[config.mk]
export PLATFORM = sky130hd
export DESIGN_NAME = psram_burst_addr_gen
export DESIGN_NICKNAME = d
export VERILOG_FILES = /design/src/rtl/psram_pkg.sv /design/src/rtl/psram_burst_addr_gen.sv
export SDC_FILE = /design/constraint.sdc
export NUM_CORES = 1
export LEC_CHECK = 0
export BUFFER_PORTS_ARGS = -buffer_cell sky130_fd_sc_hd__buf_2
export CELL_PAD_IN_SITES_DETAIL_PLACEMENT = 0
export CELL_PAD_IN_SITES_GLOBAL_PLACEMENT = 1
export CORE_MARGIN = 1
export CORE_UTILIZATION = 43
export CTS_BUF_LIST = sky130_fd_sc_hd__clkbuf_8
export DETAILED_ROUTE_END_ITERATION = 10
export PLACE_DENSITY = 0.92
export SKIP_LAST_GASP = 1
export SLEW_MARGIN = 20
export SYNTH_ARGS = -nofsm -noshare
export SYNTH_HDL_FRONTEND = slang
export SYNTH_SLANG_ARGS = --single-unit
[constraint.sdc]
create_clock -name clk -period 4.2 [get_ports clk]
set_clock_uncertainty 0.2 [all_clocks]
set_input_delay 0.42 -clock clk [delete_from_list [all_inputs] [get_ports clk]]
set_output_delay 0.42 -clock clk [all_outputs]
set_load 0.005 [all_outputs]
[src/rtl/psram_pkg.sv]
// Shared types and constants for the burst-mode pseudo-SRAM model.
// Covers the FSM states, burst-length codes and config-register field layout.
package psram_pkg;

   typedef enum logic [1:0] {
      ST_IDLE = 2'd0,
      ST_WAIT = 2'd1,
      ST_RD   = 2'd2,
      ST_WR   = 2'd3
   } state_e;

   typedef enum logic [1:0] {
      BL_4    = 2'd0,
      BL_8    = 2'd1,
      BL_16   = 2'd2,
      BL_CONT = 2'd3
   } bl_code_e;

   localparam int CFG_BL_LSB   = 0;
   localparam int CFG_BL_MSB   = 1;
   localparam int CFG_WRAP_BIT = 2;
   localparam int CFG_LAT_LSB  = 3;
   localparam int CFG_LAT_MSB  = 6;

   localparam logic [3:0] LAT_MIN = 4'd2;
   localparam logic [3:0] LAT_MAX = 4'd15;

   typedef struct packed {
      logic [3:0] lat;
      bl_code_e   bl;
      logic       wrap;
   } cfg_t;

   // Beat count of a fixed burst; continuous bursts report 0.
   function automatic logic [4:0] bl_beats(input bl_code_e code);
      case (code)
         BL_4:    return 5'd4;
         BL_8:    return 5'd8;
         BL_16:   return 5'd16;
         default: return 5'd0;
      endcase
   endfunction

   function automatic cfg_t cfg_from_addr(input logic [6:0] value);
      cfg_t       cfg;
      logic [3:0] lat;
      lat      = value[CFG_LAT_MSB:CFG_LAT_LSB];
      cfg.lat  = (lat < LAT_MIN) ? LAT_MIN : ((lat > LAT_MAX) ? LAT_MAX : lat);
      cfg.bl   = bl_code_e'(value[CFG_BL_MSB:CFG_BL_LSB]);
      cfg.wrap = value[CFG_WRAP_BIT];
      return cfg;
   endfunction

endpackage

[src/rtl/psram_burst_addr_gen.sv]
// Burst address counter (wrap or linear) plus beat counter with last-beat flag.
module psram_burst_addr_gen
   import psram_pkg::*;
#(
   parameter  int DEPTH = 256,
   localparam int AW    = $clog2(DEPTH)
) (
   input  logic          clk,
   input  logic          rst_L,
   input  logic          i_load,
   input  logic [AW-1:0] i_addr,
   input  logic          i_wrap,
   input  bl_code_e      i_bl,
   input  logic          i_step,
   output logic [AW-1:0] o_addr,
   output logic          o_last_beat
);

   logic [AW-1:0] r_addr;
   logic [4:0]    r_cnt;
   logic          r_wrap;
   bl_code_e      r_bl;

   logic [AW-1:0] w_mask;
   logic [AW-1:0] w_inc;
   logic [AW-1:0] w_next;

   // Wrap mode keeps the upper bits and lets only the low log2(BL) bits roll over.
   assign w_mask = AW'(bl_beats(r_bl) - 5'd1);
   assign w_inc  = r_addr + AW'(1);
   assign w_next = (r_wrap && (r_bl != BL_CONT)) ? ((r_addr & ~w_mask) | (w_inc & w_mask))
                                                  : w_inc;

   assign o_addr      = r_addr;
   assign o_last_beat = (r_bl != BL_CONT) && (r_cnt == (bl_beats(r_bl) - 5'd1));

   always_ff @(posedge clk or negedge rst_L) begin
      if (!rst_L) begin
         r_addr <= '0;
         r_cnt  <= '0;
         r_wrap <= 1'b0;
         r_bl   <= BL_4;
      end else if (i_load) begin
         r_addr <= i_addr;
         r_cnt  <= '0;
         r_wrap <= i_wrap;
         r_bl   <= i_bl;
      end else if (i_step) begin
         r_addr <= w_next;
         r_cnt  <= r_cnt + 5'd1;
      end
   end

endmodule

==> results.py <==
metrics = {
    "clock_network": {
        "insertion_delay_ns": 0.25,
        "post_cts_buffers": 0,
        "cts-root-buf": "clkbuf_8",
        "post_cts_resized": 0,
        "cts_max_path_buffers": 2,
        "numCtsBuffers": 3,
        "htreeDepth": 1,
        "tritoncts": "done",
        "cts_sinks": 16,
        "cts.clk_slew.worst_paths_ns": 0.06,
    },
    "critical_path": {
        "crit_required_ns": 3.58,
        "worstPathCellList": "xor2_1 > o31a_2 > nor3b_1 > buf_2",
        "worst-path-buf-inv": 1,
        "crit_family": "flip-flops",
        "crit_path_top_delay_cell": "dfrtp_1",
        "cp.arrival_ns": 1.45,
        "critPathMaxStageDelay_ns": 0.43,
        "cp_max_fo": 5,
        "endpoint_kind": "output pin",
        "crit_type": "flip-flop to output pin",
        "cp-start-kind": "flip-flop",
    },
    "sta": {
        "rsz0062_at_grt": "no",
        "final_hold_viol_count": 0,
        "min_period_ns": 2.07,
        "final.setup.tns_ns": 0,
        "relSlewSlack_pct": 76.8,
        "period_share_pct": 49.3,
        "slew_viol_final": 0,
        "clock.fmax_mhz": 483,
        "tightest_slew_ns": 0.348,
        "setup_violations": 0,
    },
    "grt": {
        "antenna_found_initial": 0,
        "grt_pass1_vias": 617,
        "track_usage_pct": 18.7,
        "grt_pass1_wl_mm": 2.81,
        "grt_start_max_net_pins": 21,
        "overflow": 0,
    },
    "yosys": {
        "ys_seq_elements": 16,
        "synth_area_sq_um": 855,
        "synth_fp_nets": 101,
        "synth.area.top_cells": "dfrtp_1 47%, xor2_1 4.1%, nor2_1 4.0%",
        "synth_cell_type_count": 29,
        "yosysSeqAreaShare_pct": 46.9,
        "yosysTopAreaCell": "dfrtp_1",
        "syn_avg_cell_area_sq_um": 10.2,
        "syn_inst": 84,
        "synth_top_area_share_pct": 46.9,
        "yosys_warnings": 0,
    },
    "die": {
        "core-area_sq_um": 1800,
        "dieHeight_um": 46.6,
        "dieWidth_um": 46.6,
        "start_util_pct": 47.4,
        "rows": 15,
        "dieArea_sq_um": 2170,
        "ios": 24,
    },
    "worst_hold_path": {
        "hold_class": "input pin to flip-flop",
    },
    "finish": {
        "mostFrequentLayoutCells": "23 x buf_2, 16 x dfrtp_1, 9 x nor2_1",
        "antenna_cells": 0,
        "final_common_cell": "buf_2",
        "nNetsFinal": 127,
        "layoutNonFillerInstCount": 134,
        "drive_above_1_share_pct": 31.2,
        "area_growth_pct": 23.3,
    },
    "job": {
        "maxCapViolCount": 0,
    },
    "routing": {
        "wl_per_cell_um": 12.9,
        "ant_nets": 0,
        "dr.pass1.iters": 4,
        "wirelength_mm": 1.73,
        "routed-via-count": 746,
        "drtIter0Drc": 16,
        "routed_via_density": 5.57,
        "route.detailed.drc": 0,
    },
    "place": {
        "placed_cells": 129,
        "globalplace.congestion": 0.826,
        "portBuffers": 23,
        "hpwlAfterDp_mm": 1.26,
    },
    "power": {
        "power.total_mw": 0.384,
        "p_per_area_nw_per_um2": 365,
        "power.leakage_nw": 0.472,
        "ir_worst_vdd_uv": 275,
    },
    "run_status": {
        "status": "complete, no violations",
    },
}
cell usage after synthesis:
cell,instances
a21boi_2,1
o211ai_1,2
o31a_2,1
nand4_2,1
nand2_1,8
o31ai_1,2
or4_1,4
a31oi_1,3
mux2i_1,2
nand4b_1,1
mux2_2,3
buf_2,1
nand3b_1,1
nor4b_1,1
nor2b_1,1
a22oi_1,1
ha_1,2
or3_1,1
and2b_2,1
nand4_1,5
inv_1,1
nor2_1,9
o21ai_0,4
clkbuf_1,2
xor2_1,4
dfrtp_1,16
xnor2_1,2
nand3_1,2
nor3b_1,2
per-stage QoR:
| stage | hold WS [ns] | instance area, sq um | util (%) | setup WS [ns] |
|---|---|---|---|---|
| 2_1_floorplan | -0.0756 | 855 | - | 2.53 |
| 3_3_place_gp | 0.149 | 988 | 54.9 | 2.43 |
| 3_5_place_dp | 0.146 | 988 | 54.9 | 2.36 |
| 4_1_cts | 0.167 | 1050 | 58.5 | 2.12 |
| 5_1_grt | 0.168 | 1050 | 58.5 | 2.05 |
| 6_report | 0.171 | 1050 | 58.5 | 2.13 |
worst register-to-register path, stage by stage (launching register included):
cell and delay [ns]:
dfrtp_1 0.41, a21boi_2 0.22, or4_1 0.52, a31oi_1 0.19
final cells by class:
class / count / area [sq um]
multi-input cells: 64 / 438
inverters: 1 / 3.75
fillers: 174 / 748
repair buffers: 24 / 125
clock buffers: 4 / 55.1
flip-flops and latches: 16 / 400
well taps: 25 / 31.3
where the power goes:
part / leakage [nW] / total [mW] / internal, mW / switching (mW)
clock: 0.0288 / 0.136 / 0.0832 / 0.0532
sequential: 0.196 / 0.186 / 0.168 / 0.0178
combinational: 0.247 / 0.0623 / 0.0316 / 0.0306
total: 0.472 / 0.384 / 0.283 / 0.102
path summary, 6_finish.rpt:
path / start / to / slack [ns] / cells after the start
min in group asynchronous: rst_L / async pin / 0.40 / 2
worst max register to register: r_wrap / flip-flop / 2.58 / 3
worst max-delay path: r_bl[0] / o_last_beat / 2.13 / 4
worst min register to register: r_cnt[1] / r_cnt[1] / 0.36 / 2
worst min-delay path: i_addr[3] / flip-flop / 0.17 / 3
max in group asynchronous: rst_L / r_cnt[0] / 3.14 / 2
routing by layer:
| metal | vias to the layer above | track usage, % | wire length, um | share of wire (%) |
|---|---|---|---|---|
| met4 | 0 | 3.53 | 0 | 0 |
| met1 | 362 | 25.6 | 815 | 47 |
| li1 | 361 | - | - | - |
| met5 | - | 0 | 0 | 0 |
| met2 | 23 | 28.1 | 828 | 48 |
| met3 | 0 | 7.06 | 90 | 5.2 |
timing repair:
action | 4_1_cts | 5_1_grt
setup endpoints to repair | 0 | 0
endpoints found under the hold margin | 16 | 0
hold buffers | 1 | 0
logic make-up (layout without fill, tap and decap cells):
family,count (synthesis),after routing,synth area share (%)
buffers and inverters,4,29,1.90
adder cells (fa/ha/maj),2,2,2.93
AND/OR/NAND/NOR,37,37,24.5
AO/OA/AOI/OAI,14,14,11.4
flip-flops,16,16,46.9
multiplexers,5,5,6.30
XOR/XNOR,6,6,6.15
Power figures use the tool's default switching activity.
